==> src/rtl/spi_master_xfer.sv <==
// Full-duplex SPI master (mode 0): shifts one DATA_WIDTH word out on sdo while capturing sdi.
// Latency: frame lasts HALF_PERIOD*(2*DATA_WIDTH+2) cycles from the start edge to the data_valid pulse.
// Backpressure: none; send edges that arrive while a frame is in progress are dropped, not queued.
//
// Ports:
//   sclk, reset       system clock, synchronous active-high reset
//   send, pdi         start request (rising edge) and word to transmit
//   pdo, data_valid   received word and its one-cycle update strobe
//   busy              high for the whole frame
//   cs, spi_clk, sdo  serial outputs (cs active low, spi_clk idles low)
//   sdi               serial data in
module spi_master_xfer #(
    parameter int DATA_WIDTH  = 32,
    parameter int HALF_PERIOD = 2,
    parameter bit LSB_FIRST   = 1'b0
) (
    input  logic                  sclk,
    input  logic                  reset,
    input  logic                  send,
    input  logic [DATA_WIDTH-1:0] pdi,
    output logic [DATA_WIDTH-1:0] pdo,
    output logic                  data_valid,
    output logic                  busy,
    output logic                  cs,
    output logic                  spi_clk,
    output logic                  sdo,
    input  logic                  sdi
);

    localparam int BCW = $clog2(DATA_WIDTH);
    localparam int HCW = 8;
    localparam logic [HCW-1:0] HP_RELOAD = HCW'(HALF_PERIOD - 1);
    localparam logic [BCW-1:0] BIT_LAST  = BCW'(DATA_WIDTH - 1);

    typedef enum logic [1:0] {
        IDLE  = 2'd0,
        SETUP = 2'd1,
        SHIFT = 2'd2,
        HOLD  = 2'd3
    } state_t;

    state_t                state, state_nxt;
    logic [HCW-1:0]        hp_cnt, hp_cnt_nxt;
    logic [BCW-1:0]        bit_cnt, bit_cnt_nxt;
    logic [DATA_WIDTH-1:0] tx_sr, tx_sr_nxt;
    logic [DATA_WIDTH-1:0] rx_sr, rx_sr_nxt;
    logic [DATA_WIDTH-1:0] pdo_nxt;
    // Set on the final falling edge: the last bit still owns its low half
    // before HOLD, so the low-half end needs to know whether to rise again.
    logic                  last_done, last_done_nxt;
    logic                  send_q;
    logic                  cs_nxt, spi_clk_nxt, sdo_nxt, busy_nxt, data_valid_nxt;

    logic                  start;
    logic                  hp_done;
    logic [DATA_WIDTH-1:0] rx_shift_in;
    logic [DATA_WIDTH-1:0] tx_shifted;
    logic                  tx_next_bit;

    assign start   = (state == IDLE) && send && !send_q;
    assign hp_done = (hp_cnt == '0);

    always_comb begin
        if (LSB_FIRST) begin
            rx_shift_in = {sdi, rx_sr[DATA_WIDTH-1:1]};
            tx_shifted  = {1'b0, tx_sr[DATA_WIDTH-1:1]};
            tx_next_bit = tx_sr[1];
        end else begin
            rx_shift_in = {rx_sr[DATA_WIDTH-2:0], sdi};
            tx_shifted  = {tx_sr[DATA_WIDTH-2:0], 1'b0};
            tx_next_bit = tx_sr[DATA_WIDTH-2];
        end
    end

    always_comb begin
        state_nxt      = state;
        hp_cnt_nxt     = hp_cnt;
        bit_cnt_nxt    = bit_cnt;
        tx_sr_nxt      = tx_sr;
        rx_sr_nxt      = rx_sr;
        pdo_nxt        = pdo;
        last_done_nxt  = last_done;
        cs_nxt         = cs;
        spi_clk_nxt    = spi_clk;
        sdo_nxt        = sdo;
        busy_nxt       = busy;
        data_valid_nxt = 1'b0;

        case (state)
            IDLE: begin
                if (start) begin
                    state_nxt     = SETUP;
                    hp_cnt_nxt    = HP_RELOAD;
                    bit_cnt_nxt   = BIT_LAST;
                    tx_sr_nxt     = pdi;
                    sdo_nxt       = LSB_FIRST ? pdi[0] : pdi[DATA_WIDTH-1];
                    last_done_nxt = 1'b0;
                    cs_nxt        = 1'b0;
                    busy_nxt      = 1'b1;
                end
            end

            SETUP: begin
                if (hp_done) begin
                    // First rising edge of spi_clk: capture bit 0.
                    state_nxt   = SHIFT;
                    hp_cnt_nxt  = HP_RELOAD;
                    spi_clk_nxt = 1'b1;
                    rx_sr_nxt   = rx_shift_in;
                end else begin
                    hp_cnt_nxt = hp_cnt - 1'b1;
                end
            end

            SHIFT: begin
                if (!hp_done) begin
                    hp_cnt_nxt = hp_cnt - 1'b1;
                end else begin
                    hp_cnt_nxt = HP_RELOAD;
                    if (spi_clk) begin
                        spi_clk_nxt = 1'b0;
                        if (bit_cnt == '0) begin
                            last_done_nxt = 1'b1;
                        end else begin
                            tx_sr_nxt   = tx_shifted;
                            sdo_nxt     = tx_next_bit;
                            bit_cnt_nxt = bit_cnt - 1'b1;
                        end
                    end else if (last_done) begin
                        state_nxt = HOLD;
                    end else begin
                        spi_clk_nxt = 1'b1;
                        rx_sr_nxt   = rx_shift_in;
                    end
                end
            end

            HOLD: begin
                if (hp_done) begin
                    state_nxt      = IDLE;
                    cs_nxt         = 1'b1;
                    busy_nxt       = 1'b0;
                    pdo_nxt        = rx_sr;
                    data_valid_nxt = 1'b1;
                    sdo_nxt        = 1'b0;
                end else begin
                    hp_cnt_nxt = hp_cnt - 1'b1;
                end
            end

            default: begin
                state_nxt = IDLE;
            end
        endcase
    end

    always_ff @(posedge sclk) begin
        if (reset) begin
            state      <= IDLE;
            hp_cnt     <= '0;
            bit_cnt    <= '0;
            tx_sr      <= '0;
            rx_sr      <= '0;
            pdo        <= '0;
            last_done  <= 1'b0;
            send_q     <= 1'b0;
            cs         <= 1'b1;
            spi_clk    <= 1'b0;
            sdo        <= 1'b0;
            busy       <= 1'b0;
            data_valid <= 1'b0;
        end else begin
            state      <= state_nxt;
            hp_cnt     <= hp_cnt_nxt;
            bit_cnt    <= bit_cnt_nxt;
            tx_sr      <= tx_sr_nxt;
            rx_sr      <= rx_sr_nxt;
            pdo        <= pdo_nxt;
            last_done  <= last_done_nxt;
            send_q     <= send;
            cs         <= cs_nxt;
            spi_clk    <= spi_clk_nxt;
            sdo        <= sdo_nxt;
            busy       <= busy_nxt;
            data_valid <= data_valid_nxt;
        end
    end

endmodule

==> config.mk <==
export PLATFORM = sky130hd
export DESIGN_NAME = spi_master_xfer
export DESIGN_NICKNAME = d
export VERILOG_FILES = /design/src/rtl/spi_master_xfer.sv
export SDC_FILE = /design/constraint.sdc
export NUM_CORES = 1
export LEC_CHECK = 0
export BUFFER_PORTS_ARGS = -buffer_cell sky130_fd_sc_hd__buf_2
export CAP_MARGIN = 10
export CORE_UTILIZATION = 51
export DETAILED_ROUTE_END_ITERATION = 8
export PLACE_DENSITY = 0.75
export SYNTH_ARGS = -nofsm -noshare
export SYNTH_HDL_FRONTEND = slang
export SYNTH_SLANG_ARGS = --single-unit
==> constraint.sdc <==
create_clock -name sclk -period 2.3 [get_ports sclk]
set_input_delay 0 -clock sclk [delete_from_list [all_inputs] [get_ports sclk]]
set_output_delay 0 -clock sclk [all_outputs]
set_load 0.02 [all_outputs]
==> reports/results.txt, run 1 <==
Logic pwr share = 0.419
Final setup violating endpoints = 0
EDFF count, synth = 0
First-pass GRT wire length = 20.4 mm
Clock Latency Late Sink = 510 ps
DP Cell Count = 735
Slew @ Worst Pin = 864 ps
Internal Pwr Total = 5.10 mW
Max-cap violations = 0
Worst Path Buf+Inv = 1
Commonest non-fill, non-tap cell in the layout = dfxtp_1
CTS clk-pin slew, worst paths = 60 ps
Total GRT Usage = 0.258
Diodes inserted = 0
Min Hold Slack = 154 ps
Die X = 99.8 um
Unrepaired setup endpoints after global routing = no
Post-Syn Nets = 596
Non-filler instance count after layout = 803
Vias per cell = 5.76
Mean routed wirelength per cell = 15.7 um
Period utilisation layout = 0.969
Initial antenna violation count = 0
Grt ovf = 0
Most frequent CP cell = or4_4
Max VDD drop = 0.000673 V
Fmax = 0.449 GHz
Critical path class = flop to flop
Final net count = 706
CP Cell Sequence = inv_2, ha_4, or3b_4, or4_4, or4_4, o2111a_1
GP Congestion = 0.869
Final Cell Area = 6410 sq um
Crit path time final = 2230 ps
Final core utilization = 0.694
Synth Instances = 551
Reg power frac = 0.302
Netlist cell types = 49
Post-DP HPWL = 7.49 mm
Area after DPL = 5500 sq um
Port bufs = 72
Asr flop ratio synth = 0
Critical path arrival = 2630 ps
Worst hold path type = primary input to flop
CTS Sinks = 117
Die ar. = 9960 sq um
Crit-path leading delay family = simple AND/OR/NAND/NOR gates
Relative slew slack = 0.424
Largest fanout on the critical path = 5
Drt pass-1 iters = 5
Net Sw Frac = 0.383
Synth warnings = 0
Cell row count = 35
1st-iter DRT viols = 331
Critical-path top delay cell = or4_4
Root Driver = clkbuf_8
Power Dens Cells = 1290 nW/um^2
Status = complete, no violations
CTS Buf Count = 17
Static Leakage = 2.49 nW
Clk pwr share = 0.280
H-Tree Depth = 4
Setup WS post-layout = 71.1 ps
Io pins = 73
DR DRC count = 0
TNS Setup = 0 ps
Core Footprint = 9240 sq um
Drt total wl = 12.6 mm
Yosys reg bits = 117
Largest net degree at the start of global routing = 80
Register area share after synthesis = 0.480
CTS tree = built
Vias post-DR = 4,626
Max Root-Sink Buffers = 2
Mapped Avg Cell Area = 8.85 sq um
Netlist Area Pre-Place = 4880 sq um
Place WS = 31.2 ps
Die H = 99.8 um
Power, Total = 8.28 mW
Slew Limit Fails = 0
Starting Density = 0.528
Max incr delay on CP = 500 ps
Startpoint types = flop
Antenna Violating Nets Remaining = 0
Vias in the first global route = 4,359
Ys flop type = dfxtp_1
CP Data Required Time = 2700 ps
Synth-to-layout area growth = 31.4%
Psw = 3.17 mW
Clk_skew = 5.78 ps
Final Hold Fails = 0
Layout cells sized above 1 = 0.227
CP endpoint kind = flop
Commonest non-fill, non-tap cells in the layout = dfxtp_1, nand2_1, a21oi_1
==> worst paths after layout <==
check / startpoint / endpoint / slack (ps) / cells past startpoint
min: reset / bit_cnt[1] / 150 / 3
max: hp_cnt[0] / bit_cnt[3] / 70 / 6
min reg2reg: pdo[8] / pdo[8] / 450 / 2
max reg2reg: hp_cnt[0] / bit_cnt[3] / 70 / 6
==> state kept, by name, summed over array words and instances (netlist names) <==
name,cells
bit_cnt,5
pdo,32
rx_sr,32
state,2
sdo,1
busy,1
tx_sr,31
spi_clk,1
data_valid,1
hp_cnt,8
cs,1
last_done,1
send_q,1
==> worst min-delay path: cells and delay by family <==
family / cells / cell delay [ps]
buf+inv: 2 / 390
compound gates: 1 / 220
==> power by group through the flow <==
stage | Sequential [mW] | Combinational [mW] | Clock (mW)
global placement | 2.50 | 3.13 | 0
global route | 2.53 | 3.73 | 2.45
floorplan | 2.51 | 2.28 | 0
detailed placement | 2.51 | 3.22 | 0
finish | 2.50 | 3.46 | 2.31
CTS | 2.47 | 3.28 | 2.35
==> cell families (layout without fill, tap and decap cells) <==
| kind of cell | count (synthesis) | after routing | synth area share |
|---|---|---|---|
| compound gates | 173 | 173 | 0.228 |
| fa+ha+maj | 9 | 9 | 0.0231 |
| buf+inv | 58 | 181 | 0.0498 |
| flops | 117 | 117 | 0.480 |
| mux | 35 | 35 | 0.0721 |
| simple gates | 159 | 159 | 0.147 |
==> synth_stat cells (2+ instances only) <==
cell type  count  area [sq um]
nor2_1        13          48.8
nand4_1        2          12.5
nor3_1         5          25.0
nor2b_1        3          18.8
dfxtp_1      117          2340
o21ai_0       37           185
a211oi_1       2          15.0
a32oi_1       31           272
buf_4          3          22.5
nand2b_1       4          25.0
buf_2          5          25.0
a311oi_1       2          17.5
nand3_1        6          30.0
a21oi_1       75           375
mux2i_1       34           340
a21o_1         2          15.0
nor3b_1        2          15.0
ha_1           9           113
a22oi_1        3          22.5
nor4_1         5          31.3
clkbuf_1      34           128
or3_1          3          18.8
o31ai_1        5          37.5
nand2_1      105           394
or4_1          4          30.0
inv_1         15          56.3
nor4b_1        2          17.5
a41oi_1        2          17.5
==> area by class of cell <==
type,instances,area (sq um)
multi-input cells,376,2360
fillers,705,2830
repair buffers,134,961
well taps,129,161
clock buffers,18,428
flip-flops and latches,117,2340
inverters,15,56.3
clock inverters,14,104
==> layer usage <==
metal / GRT usage / vias up / part of all wire
met5: 0 / - / 0
met4: 0.0758 / 0 / 0.013
met3: 0.0696 / 21 / 0.062
met2: 0.428 / 175 / 0.49
met1: 0.329 / 2213 / 0.44
li1: - / 2217 / -
==> what timing repair did <==
| item | in CTS | in global routing |
|---|---|---|
| setup endpoints to repair | 0 | 31 |
| hold buffers | 34 | 0 |
| resized for setup | 0 | 7 |
| hold endpoints to repair | 34 | 0 |
| setup buffers | 0 | 2 |
No activity file was read; power rests on OpenSTA's default activity.
==> inputs of run 2 (changes only) <==
CORE_UTILIZATION = 50   (was 51)
MAX_ROUTING_LAYER = met4   (was unset)
PLACE_DENSITY = 0.71   (was 0.75)
clock period = 2.4 ns   (was 2.3 ns; I/O delays follow)
==> reports/results.txt, run 2 (synthesis gave the netlist of run 1 again) <==
Status = complete, no violations
Initial antenna violation count = 0 (unchanged)
Final setup violating endpoints = 0 (unchanged)
CP Data Required Time = 2800 ps (+100 ps)
Starting Density = 0.523 (-0.00496)
Worst hold path type = primary input to flop
Net Sw Frac = 0.371 (-0.0126)
H-Tree Depth = 4 (unchanged)
Busiest grt layer = met2
Commonest non-fill, non-tap cells in the layout = dfxtp_1, nand2_1, a21oi_1
Relative slew slack = 0.567 (+0.144)
Vias per cell = 5.68 (-1.4%)
Synth-to-layout area growth = 32.6%
CP Cell Sequence = or4_4, or4_1, or4_1, o2111a_1
CP startpoint = hp_cnt[2]
Reg power frac = 0.292 (-0.010)
Setup slack, reg-to-reg = 90 ps (about the same)
Final Hold Fails = 0 (unchanged)
Static Leakage = 2.52 nW (+1.4%)
DP Cell Count = 737 (+0.27%)
Power, Total = 8.15 mW (-1.5%)
R2r startpoint = hp_cnt[2]
Total GRT Usage = 0.267 (+0.00865)
Max-cap violations = 0 (unchanged)
CTS Sinks = 117 (unchanged)
Die H = 101 um (+0.97%)
Mean routed wirelength per cell = 15.5 um (-1.1%)
Non-filler instance count after layout = 804 (+0.12%)
1st-iter DRT viols = 329 (-0.60%)
Min Hold Slack = 267 ps (+113 ps)
Diodes inserted = 0 (unchanged)
Startpoint types = flop
Post-DP HPWL = 7.61 mm (+1.5%)
Vias post-DR = 4,569 (-1.2%)
Final net count = 707 (+0.14%)
Die X = 101 um (+0.97%)
Crit path time final = 2310 ps (+85.5 ps)
GR Util met1 = 0.336 (+0.00689)
Reg2reg path depth = 4 (-2)
Internal Pwr Total = 5.13 mW (+0.51%)
Io pins = 73 (unchanged)
First-pass GRT wire length = 20.8 mm (+2.0%)
Period utilisation layout = 0.964 (-0.00474)
Port bufs = 72 (unchanged)
Largest fanout on the critical path = 8 (+3)
Top Registers = pdo x32, rx_sr x32, tx_sr x31
Cell row count = 35 (unchanged)
Worst setup path end = bit_cnt[3]
Root Driver = clkbuf_8
Met2 usage = 0.421 (-0.00662)
Fmax = 0.432 GHz (-3.7%)
Max VDD drop = 0.000860 V (+28%)
Largest net degree at the start of global routing = 40 (-50%)
Commonest non-fill, non-tap cell in the layout = dfxtp_1
CTS Buf Count = 17 (unchanged)
Layout cells sized above 1 = 0.215 (-0.0122)
Final core utilization = 0.693 (about the same)
Critical-path top delay cell = or4_4
Power Dens Cells = 1260 nW/um^2 (-2.3%)
CP endpoint kind = flop
DR DRC count = 0 (unchanged)
Critical path class = flop to flop
Core Footprint = 9330 sq um (+0.95%)
Fillers = 727 (+3.1%)
Slew Limit Fails = 0 (unchanged)
Clock Latency Late Sink = 510 ps (about the same)
Drt total wl = 12.5 mm (-0.96%)
Most frequent CP cell = or4_1
Psw = 3.02 mW (-4.7%)
Max Root-Sink Buffers = 2 (unchanged)
Clk pwr share = 0.304 (+0.024)
TNS Setup = 0 ps (unchanged)
Critical path arrival = 2720 ps (+90 ps)
Setup Fix Bufs, Post-CTS = 0 (unchanged)
CTS clk-pin slew, worst paths = 60 ps (about the same)
Grt ovf = 0 (unchanged)
Unrepaired setup endpoints after global routing = no
Drt pass-1 iters = 5 (unchanged)
Max incr delay on CP = 630 ps (+130 ps)
Die ar. = 10,200 sq um (+2.0%)
Logic pwr share = 0.404 (-0.015)
Vias in the first global route = 4,372 (+0.30%)
Clk_skew = 18.5 ps (+12.7 ps)
Slew @ Worst Pin = 643 ps (-221 ps)
Met3 track demand over resource = 0.0700 (+0.000404)
GP Congestion = 0.890 (+2.4%)
Reg2reg end = bit_cnt[3]
Antenna Violating Nets Remaining = 0 (unchanged)
CTS tree = built
run 2: cell count changes in the layout (fill, tap and decap cells not counted), sizes merged:
cell         change
bufinv           +2
inv              +2
clkbuf           +2
clkinv           -4
dlygate4sd3      +1
clkinvlp         -2
run 2: final cells by class:
type                            count  area (sq um)  share of cell area
Sequential cell                   117          2340               0.362
Clock inverter                     12           143              0.0221
Multi-Input combinational cell    376          2340               0.361
Tap cell                          129           161              0.0250
Inverter                           15          56.3             0.00871
Clock buffer                       20           445              0.0689
Timing Repair Buffer              135           983               0.152
run 2: power groups by stage:
stage | sequential [mW] | clock [mW] | combinational (mW)
after floorplan | 2.41 | 0 | 2.13
after global placement | 2.39 | 0 | 3.04
after detailed placement | 2.41 | 0 | 3.09
after CTS | 2.37 | 2.51 | 3.18
after global routing | 2.41 | 2.62 | 3.54
final | 2.38 | 2.48 | 3.30
run 2: how the worst min path moves through the flow:
stage,slack (ps),depth (start not counted),startpoint,to
global route,290,4,sdi,rx_sr[0]
CTS,260,3,send,send_q
global placement,240,2,send,send_q
floorplan,130,1,send,send_q
finish,270,3,send,send_q
detailed placement,250,2,send,send_q
run 2: metal layers:
| metal | part of all wire | wire [um] |
|---|---|---|
| met2 | 0.48 | 6010 |
| met4 | 0.0099 | 123 |
| met3 | 0.050 | 629 |
| met5 | 0 | 0 |
| met1 | 0.46 | 5720 |
run 2: what timing repair did:
action	CTS	global route
hold endpoints to repair	39	0
endpoints found under the setup margin	0	20
hold buffers	35	0
resized for setup	0	3
run 2: critical path, delay by kind of cell (launching register included):
kind / cells / cell delay, ps
compound gates: 1 / 150
flops: 1 / 370
simple gates: 3 / 1690
run 2: through the flow:
stage,instance area (sq um),worst slack [ps]
floorplan,4880,24.4
global placement,5510,91.9
detailed placement,5510,39.3
CTS,6450,14.4
global route,6470,2.63
finish,6470,85.5
